## src/rtl/au_project_mux_ctrl.sv

```systemverilog
// au_project_mux_ctrl: Tiny Tapeout project-select mux controller emulation.
// Three raw board inputs are synchronised and (optionally) debounced. They
// then drive a saturating project address counter and a settle-delay FSM
// that produces the registered project enable `ena`.
// Build option: define AU_SEL_DEBOUNCE_EN to build the debouncers. When it
// is undefined, each debounced level is the synchroniser output directly.
module au_project_mux_ctrl #(
  parameter int PROJECT_NUMBER  = 17,
  parameter int ADDR_W          = 10,
  parameter int DEBOUNCE_CYCLES = 100000,
  parameter int ENA_DELAY       = 16
) (
  input  logic              clk,
  input  logic              rst,
  input  logic              sel_rst_n_raw,
  input  logic              sel_inc_raw,
  input  logic              sel_ena_raw,
  output logic              ena,
  output logic [ADDR_W-1:0] cur_addr,
  output logic              sel_err
);

  // Input lanes: bit 0 = select-reset (active low), bit 1 = increment,
  // bit 2 = enable. These are the idle levels the lanes reset to.
  localparam logic [2:0] IDLE_LEVELS = 3'b001;
  localparam int         DLY_W       = (ENA_DELAY > 1) ? $clog2(ENA_DELAY) : 1;
  localparam logic [DLY_W-1:0] DLY_LOAD = DLY_W'(ENA_DELAY - 1);
  localparam logic [ADDR_W-1:0] ADDR_MAX = '1;
  localparam logic [ADDR_W-1:0] ADDR_PROJECT = ADDR_W'(PROJECT_NUMBER);

  typedef enum logic [1:0] {
    IDLE,
    ARM,
    ACTIVE
  } state_t;

  logic [2:0] raw;
  logic [2:0] sync1;
  logic [2:0] sync2;
  logic [2:0] level;

  assign raw = {sel_ena_raw, sel_inc_raw, sel_rst_n_raw};

  // Two-flop synchroniser for all three asynchronous board inputs.
  always_ff @(posedge clk) begin
    if (rst) begin
      sync1 <= IDLE_LEVELS;
      sync2 <= IDLE_LEVELS;
    end else begin
      sync1 <= raw;
      sync2 <= sync1;
    end
  end

`ifdef AU_SEL_DEBOUNCE_EN
  localparam int DB_W = (DEBOUNCE_CYCLES > 1) ? $clog2(DEBOUNCE_CYCLES) : 1;
  localparam logic [DB_W-1:0] DB_LAST = DB_W'(DEBOUNCE_CYCLES - 1);

  for (genvar i = 0; i < 3; i++) begin : g_debounce
    logic [DB_W-1:0] cnt;
    logic            lvl;

    // Accept a new level only after it has differed for DEBOUNCE_CYCLES samples.
    always_ff @(posedge clk) begin
      if (rst) begin
        cnt <= '0;
        lvl <= IDLE_LEVELS[i];
      end else if (sync2[i] == lvl) begin
        cnt <= '0;
      end else if (cnt == DB_LAST) begin
        cnt <= '0;
        lvl <= sync2[i];
      end else begin
        cnt <= cnt + DB_W'(1);
      end
    end

    assign level[i] = lvl;
  end
`else
  assign level = sync2;

  // DEBOUNCE_CYCLES has no effect in the bypass build.
  if (DEBOUNCE_CYCLES < 1) begin : g_debounce_cycles_unused
  end
`endif

  logic rst_n_db;
  logic inc_db;
  logic ena_db;
  logic inc_prev;
  logic inc_rise;
  logic qual;

  assign rst_n_db = level[0];
  assign inc_db   = level[1];
  assign ena_db   = level[2];
  assign inc_rise = inc_db & ~inc_prev;

  // Address counter: select-reset clears, increment saturates, and an
  // increment while enabled is refused and flagged.
  always_ff @(posedge clk) begin
    if (rst) begin
      inc_prev <= 1'b0;
      cur_addr <= '0;
      sel_err  <= 1'b0;
    end else begin
      inc_prev <= inc_db;
      if (!rst_n_db) begin
        cur_addr <= '0;
        sel_err  <= 1'b0;
      end else if (inc_rise && !ena_db) begin
        if (cur_addr != ADDR_MAX) begin
          cur_addr <= cur_addr + ADDR_W'(1);
        end
      end else if (inc_rise) begin
        sel_err <= 1'b1;
      end
    end
  end

  assign qual = rst_n_db & ena_db & (cur_addr == ADDR_PROJECT);

  state_t           state;
  state_t           state_next;
  logic [DLY_W-1:0] dly;
  logic [DLY_W-1:0] dly_next;

  // FSM state, settle counter and the registered enable output.
  always_ff @(posedge clk) begin
    if (rst) begin
      state <= IDLE;
      dly   <= '0;
      ena   <= 1'b0;
    end else begin
      state <= state_next;
      dly   <= dly_next;
      ena   <= (state_next == ACTIVE);
    end
  end

  // Next-state logic: qualification must hold through the whole settle delay.
  always_comb begin
    state_next = state;
    dly_next   = dly;
    case (state)
      IDLE: begin
        if (qual) begin
          state_next = ARM;
          dly_next   = DLY_LOAD;
        end
      end
      ARM: begin
        if (!qual) begin
          state_next = IDLE;
        end else if (dly == '0) begin
          state_next = ACTIVE;
        end else begin
          dly_next = dly - DLY_W'(1);
        end
      end
      ACTIVE: begin
        if (!qual) begin
          state_next = IDLE;
        end
      end
      default: begin
        state_next = IDLE;
      end
    endcase
  end

endmodule

```

## config.mk

```make
export PLATFORM = sky130hd
export DESIGN_NAME = au_project_mux_ctrl
export DESIGN_NICKNAME = d
export VERILOG_FILES = /design/src/rtl/au_project_mux_ctrl.sv
export SDC_FILE = /design/constraint.sdc
export NUM_CORES = 1
export LEC_CHECK = 0
export CAP_MARGIN = 20
export CORE_MARGIN = 10
export CORE_UTILIZATION = 50
export CTS_CLUSTER_DIAMETER = 50
export CTS_CLUSTER_SIZE = 16
export DETAILED_ROUTE_END_ITERATION = 8
export DONT_BUFFER_PORTS = 1
export PLACE_DENSITY_LB_ADDON = 0.12
export SLEW_MARGIN = 20
export SYNTH_ARGS = -nofsm -noshare
export SYNTH_HDL_FRONTEND = slang
export SYNTH_SLANG_ARGS = --single-unit
```

## constraint.sdc

```tcl
create_clock -name clk -period 4.34 [get_ports clk]
set_clock_uncertainty 0.1 [all_clocks]
set_input_delay 0.651 -clock clk [delete_from_list [all_inputs] [get_ports clk]]
set_output_delay 0.651 -clock clk [all_outputs]
set_load 0.05 [all_outputs]
```

After elaboration in Yosys (flattened, before gate mapping):

Index checks and enable logic that the tools add are counted.

* logic and storage cells: 42
* output and inout port bits: 12
* bits of input ports: 5
* bits in registers: 25

* add/sub/neg operators: 2
* reduce and logical (&&, ||, !) cells: 9
* eq/ne operators: 8
* multiplexer cells: 9
* bitwise operators: 6

Operators by type and width (number)
* $mux 4: 3
* $add 10x1->10 const B: 1
* $eq 10x5->1 const B: 1
* $ne 10x10->1 const B: 1
* $mux 2: 4
* $pmux 4 s2: 1
* $ne 2x2->1 const B: 3
* $pmux 2 s3: 1
* $eq 2x2->1 const B: 2
* $logic_not 4->1: 1
* $reduce_and 2->1: 2
* $reduce_and 4->1: 1
* $sub 4x1->4 const B: 1
* $and 1x1->1: 3
* $not 1->1: 3
* $eq 2x1->1 const B: 1
* $logic_not 2->1: 1
* $reduce_bool 2->1: 1
* $reduce_or 2->1: 1
* $logic_and 1x1->1: 1
* $logic_not 1->1: 1

Depth between registers and ports, before layout:

Gate-level depths: netlist (run 1).

* word-level depth: 5
* gate-level depth with buffers: 7
* mapped depth without buffers: 6

Worst setup path after synthesis (run 1):

OpenSTA, ideal clock, no wires.

* path type: flip-flop to flip-flop
* from: register cur_addr[0]
* to: register dly[3]
* stages on the path, launching flop included: 7
* setup slack: 2278 ps
* setup time: 86 ps
* data arrival time: 1877 ps
* path buffers: 1
* required time: 4154 ps
* clock period less this slack: 2062 ps
* cell sequence: dfxtp_1 ha_1 nor4b_1 and4_1 clkbuf_1 a21oi_1 a211oi_1

* cells in the longest elaborated chain, start to end: 4
* elaborated cells on any way between the ends: 5
* classes of those cells: eq/ne (3); bitwise (1); reduce/logical (1)

Ends and longest elaborated chain
* start, declared: RTL line 19 `output logic [ADDR_W-1:0] cur_addr,`
* start signal, assigned: RTL line 114 `cur_addr <= cur_addr + ADDR_W'(1);`
* $eq 10x5->1 (*): RTL line 122 `assign qual = rst_n_db & ena_db & (cur_addr == ADDR_PROJECT);`
* $and 1x1->1 (*): RTL line 122
* $ne 2x2->1 (no source line)
* $reduce_and 4->1 (no source line) (*)
* end signal, assigned: RTL line 137 `dly <= dly_next;`
* end, declared: RTL line 126 `logic [DLY_W-1:0] dly;`

Every way passes the cells marked *; elsewhere a longest branch is shown, timed or not.
A chain may end at the register's enable or synchronous reset.

Worst setup path after layout (run 1):

Ends and elaborated chain as after synthesis.

==> results_dict.tcl, run 1 <==
set metrics [dict create \
    outcome "finished clean" \
    p_leak_nw 0.388 \
    portBuffers 0 \
    min_path_type "in -> reg" \
    final_cells 143 \
    via_per_inst 5.78 \
    holdBufCountCts 0 \
    setup-violations-final 0 \
    worst_slew_pin_slew_ps 718 \
    worstSetupStartpointType "flop" \
    syn_to_final_growth_pct 3.71 \
    min_path_cells 1 \
    tns_ps 0 \
    synth_seq_cells 25 \
    path_clk_slew_ps 140 \
    synth.most_common_cell "dfxtp_1" \
    grt_max_degree 16 \
    cts-buffers-inserted 3 \
    vias 826 \
    dieArea_um2 4420 \
    diodes 0 \
    ioPinCount 17 \
    die_x_um 66.5 \
    ant_nets 0 \
    nFillCells 193 \
    finalPower_mw 0.356 \
    numClockSinks 25 \
    synth.area.top_cells "dfxtp_1 (46%), nor2b_1 (4.6%), nor2_1 (3.8%)" \
    post-route-period-util 0.514 \
    fin_util 0.559 \
    core_um2 2000 \
    cts_tree "built" \
    antenna_found_initial 0 \
    htreeDepth 1 \
    clock_latency_ps 310 \
    nNetsFinal 125 \
    vdd_drop_max_mv 0.195 \
    first_iter_violations 23 \
    maxSlewViolCount 0 \
    cts_buffer_depth 2 \
    wl_per_cell_um 14.5 \
    initial_core_util 0.539 \
    yosys_warnings 0 \
    root_buffer "clkbuf_4" \
    maxSlewHeadroom 0.521 \
    drv_cap 0 \
    ys_seq_area_frac 0.463 \
    grt_pass1_wl_um 3700 \
    grt_pass1_vias 787 \
    rr_worst_depth 5 \
    syn_area_per_cell_um2 9.15 \
    end_kind "flop" \
    ff2ff_setup_slack_ps 2110 \
    synthTopCellsByCount "dfxtp_1 (25), nor2_1 (11), a21oi_1 (8), nor2b_1 (8)" \
    ys_types 35 \
    fin_hold_ws_ps 283 \
    placed_cells 139 \
    fp-row-count 16 \
    yosys.area.top_type "dfxtp_1" \
    track_usage 0.105 \
    drt_wl_total_um 2070 \
    first_pass_iters 4 \
    synth_edf_count 0 \
    rsz0062_at_grt "no" \
    async_reset_ff_frac 0 \
    cp.arrival_ps 2370 \
    worstPathMaxFanout 9 \
    max_freq_mhz 449 \
    finalHoldViolCount 0 \
    cp.required_ps 4480 \
    critical_path_class "reg -> reg" \
    powerDensity_nw_per_um2 318 \
    cts_setup_buffers 0 \
    synth.cell_area_um2 1080 \
    syn_inst 118 \
    grt.overflow.total 0 \
    synth_ff_type "dfxtp_1" \
    drive_above_1_share 0.0603 \
    yosysTopAreaCellShare 0.463 \
    die_y_um 66.5 \
    cts_resized 0 \
    fin_crit_ps 2230 \
    syn_nets 126 \
    dp_hpwl_um 1520 \
    globalplace.congestion 0.751 \
    post-route-drc-count 0 \
]
## area by class of cell
cell class              instances  area (um^2)  share of cell area
inverters                       4         15.0              0.0134
multi-input cells              83          541               0.483
clock buffers                   3         22.5              0.0201
flip-flops and latches         25          500               0.447
clock inverters                 1         7.51             0.00670
well taps                      27         33.8              0.0302
## layout by cell type, fill, tap and decap left out, drive strengths merged, types with 4 or more instances in the layout
cell type	instances
dfxtp	25
nor2	11
nor2b	8
a21oi	8
nand2	5
a211oi	5
and3	5
inv	4
## state kept, by name, summed over array words and instances (netlist names)
name and count:
dly 4, sel_err 1, level 3, cur_addr 10, state 2, ena 1
inc_prev 1, sync1 3
## power by group
| group | switching [mW] | internal [mW] | leakage, nW | total, mW |
|---|---|---|---|---|
| logic | 0.00535 | 0.00538 | 0.171 | 0.0107 |
| registers | 0.00611 | 0.233 | 0.203 | 0.239 |
| clock network | 0.0708 | 0.0352 | 0.0139 | 0.106 |
| total | 0.0823 | 0.274 | 0.388 | 0.356 |
## per-layer routing
metal | global-route usage | up-vias | routed length (um)
li1 | - | 427 | -
met1 | 0.134 | 369 | 985
met2 | 0.145 | 26 | 861
met3 | 0.0535 | 4 | 202
met4 | 0.0393 | 0 | 19
met5 | 0 | - | 0
## per-stage QoR
stage          worst slack (ps)  area, um^2
3_3_place_gp               2190        1090
6_report                   2110        1120
2_1_floorplan              2280        1080
3_5_place_dp               2090        1090
5_1_grt                    1870        1120
4_1_cts                    2050        1120
## worst max-delay path, stage by stage, from the launching register on
cell and delay [ps]:
dfxtp_1 750, ha_1 260, nor4b_1 300, and4_1 410, a21oi_1 110, a211oi_1 220
## logic make-up (layout without fill, tap and decap cells)
logic type | count (synthesis) | in the layout | share of synthesized area
adders and majority gates | 3 | 3 | 0.0348
and+or+nand+nor | 54 | 54 | 0.298
AOI/OAI and AO/OA | 24 | 24 | 0.149
xor gates and xnor gates | 1 | 1 | 0.00811
DFF | 25 | 25 | 0.463
muxes | 1 | 1 | 0.0104
buffers and inverters | 10 | 8 | 0.0359
## path summary, 6_finish.rpt
kind / startpoint / to
worst max-delay path: cur_addr[0] / dly[3]
worst min-delay path: rst / sync1[2]
worst max register to register: cur_addr[0] / dly[3]
worst min register to register: sync1[0] / level[0]
Power figures use the tool's default switching activity.
==> run 2, diff against run 1 <==
==> constraint.sdc (replaced) <==
create_clock -name clk -period 2 [get_ports clk]
set_clock_uncertainty 0.1 [all_clocks]
set_input_delay 0.3 -clock clk [delete_from_list [all_inputs] [get_ports clk]]
set_output_delay 0.3 -clock clk [all_outputs]
set_load 0.05 [all_outputs]
==> results_dict.tcl, run 2 (synthesis gave the netlist of run 1 again) <==
set metrics [dict create \
    cts_buffer_depth 2 \
    drv_cap 0 \
    first_pass_iters 4 \
    vdd_drop_max_mv 0.520 \
    min_path_type "in -> reg" \
    core_um2 2000 \
    grt.overflow.total 0 \
    diodes 0 \
    grt_pass1_wl_um 3740 \
    placed_area_um2 1170 \
    die_x_um 66.5 \
    path_clk_slew_ps 140 \
    cts_setup_buffers 0 \
    maxSlewHeadroom 0.647 \
    finalPower_mw 0.775 \
    fin_hold_ws_ps 8.53 \
    hp-start "sel_ena_raw" \
    end_kind "flop" \
    powerDensity_nw_per_um2 638 \
    finalHoldViolCount 0 \
    tns_ps 0 \
    drt_wl_total_um 2170 \
    worstSetupStartpointType "flop" \
    die_y_um 66.5 \
    largest_reg_flops 10 \
    clock_latency_ps 310 \
    nFillCells 190 \
    mostFrequentLayoutCells "dfxtp_1 (24), nor2_1 (11), buf_4 (10)" \
    reg.largest.list "cur_addr: 10 flops, dly: 4 flops" \
    holdPathEnd "sync1[2]" \
    max_freq_mhz 533 \
    critical_path_class "reg -> reg" \
    multiInputGateArea_um2 542 \
    rr_worst_depth 4 \
    fin_crit_ps 1880 \
    root_buffer "clkbuf_4" \
    cts-buffers-inserted 3 \
    first_iter_violations 36 \
    antenna_found_initial 0 \
    htreeDepth 1 \
    ff2ff_setup_slack_ps 120 \
    cp.required_ps 2150 \
    post-route-drc-count 0 \
    syn_to_final_growth_pct 12.5 \
    fp-row-count 16 \
    p_leak_nw 0.455 \
    maxSlewViolCount 0 \
    rsz0062_at_grt "no" \
    cts_tree "built" \
    dieArea_um2 4420 \
    regArea_um2 502 \
    setup-violations-final 0 \
    initial_core_util 0.539 \
    globalplace.congestion 0.792 \
    final_common_cell "dfxtp_1" \
    top_register "cur_addr" \
    min_path_cells 1 \
    ant_nets 0 \
    vias 857 \
    post-route-period-util 0.939 \
    portBuffers 0 \
    worstPathMaxFanout 7 \
    outcome "finished clean" \
    design_area_um2 1210 \
    wl_per_cell_um 14.0 \
    cp.arrival_ps 2030 \
    grt_max_degree 15 \
    ioPinCount 17 \
    r2r_end "cur_addr[5]" \
    drive_above_1_share 0.148 \
    grt_pass1_vias 784 \
    nNetsFinal 137 \
    dp_hpwl_um 1670 \
    track_usage 0.106 \
    worst_slew_pin_slew_ps 529 \
    r2r-start "level[2]" \
    numClockSinks 25 \
    via_per_inst 5.53 \
]
[run 2: cell count changes in the layout (fill, tap and decap cells not counted)]
cell,change
dfxtp_2,+1
dlygate4sd3_1,+2
and4_1,-1
or2_0,-1
buf_4,+10
clkinv_2,+1
or2_1,+1
dfxtp_1,-1
clkinvlp_4,-1
and4_2,+1
[run 2: stage by stage]
step	setup slack [ps]	instances	utilization
final	123	155	0.607
after global routing	23.2	155	0.607
after CTS	82.1	155	0.606
after detailed placement	114	149	0.583
after global placement	155	149	0.583
after floorplan	74.1	118	-
[run 2: what timing repair did]
item,CTS,global route
endpoints found under the hold margin,11,0
hold buffers,2,0
resized for setup,0,2
endpoints found under the setup margin,0,2
[run 2: power by group]
part | switching [mW] | leakage, nW | internal, mW
Combinational | 0.0237 | 0.234 | 0.0167
Sequential | 0.00518 | 0.203 | 0.506
Clock | 0.149 | 0.0177 | 0.0746
[run 2: worst max-delay path by stage]
stage,from,endpoint,slack [ps],cells after the start
6_report,level[2],cur_addr[5],120,4
3_3_place_gp,level[2],cur_addr[5],150,4
2_1_floorplan,cur_addr[2],cur_addr[7],70,5
3_5_place_dp,level[2],cur_addr[7],110,4
4_1_cts,level[2],cur_addr[7],80,4
5_1_grt,level[2],cur_addr[7],20,4
[run 2: final cells by class]
class | count | share of cell area
multi-input cells | 83 | 0.446
flip-flops and latches | 25 | 0.413
repair buffers | 12 | 0.0783
well taps | 27 | 0.0278
clock buffers | 3 | 0.0185
inverters | 4 | 0.0124
clock inverters | 1 | 0.00412
[run 2: critical path, cell delays in order, from the launching register on]
cell and delay, ps:
dfxtp_1 360, or3b_1 410, or2_1 320, or4_1 490, a21oi_1 140
[run 2: metal layers]
metal  share of wire  wire (um)  track usage
met1            0.51       1100        0.144
met2            0.43        923        0.147
met3           0.060        131       0.0418
met4          0.0064         14       0.0393
met5               0          0            0
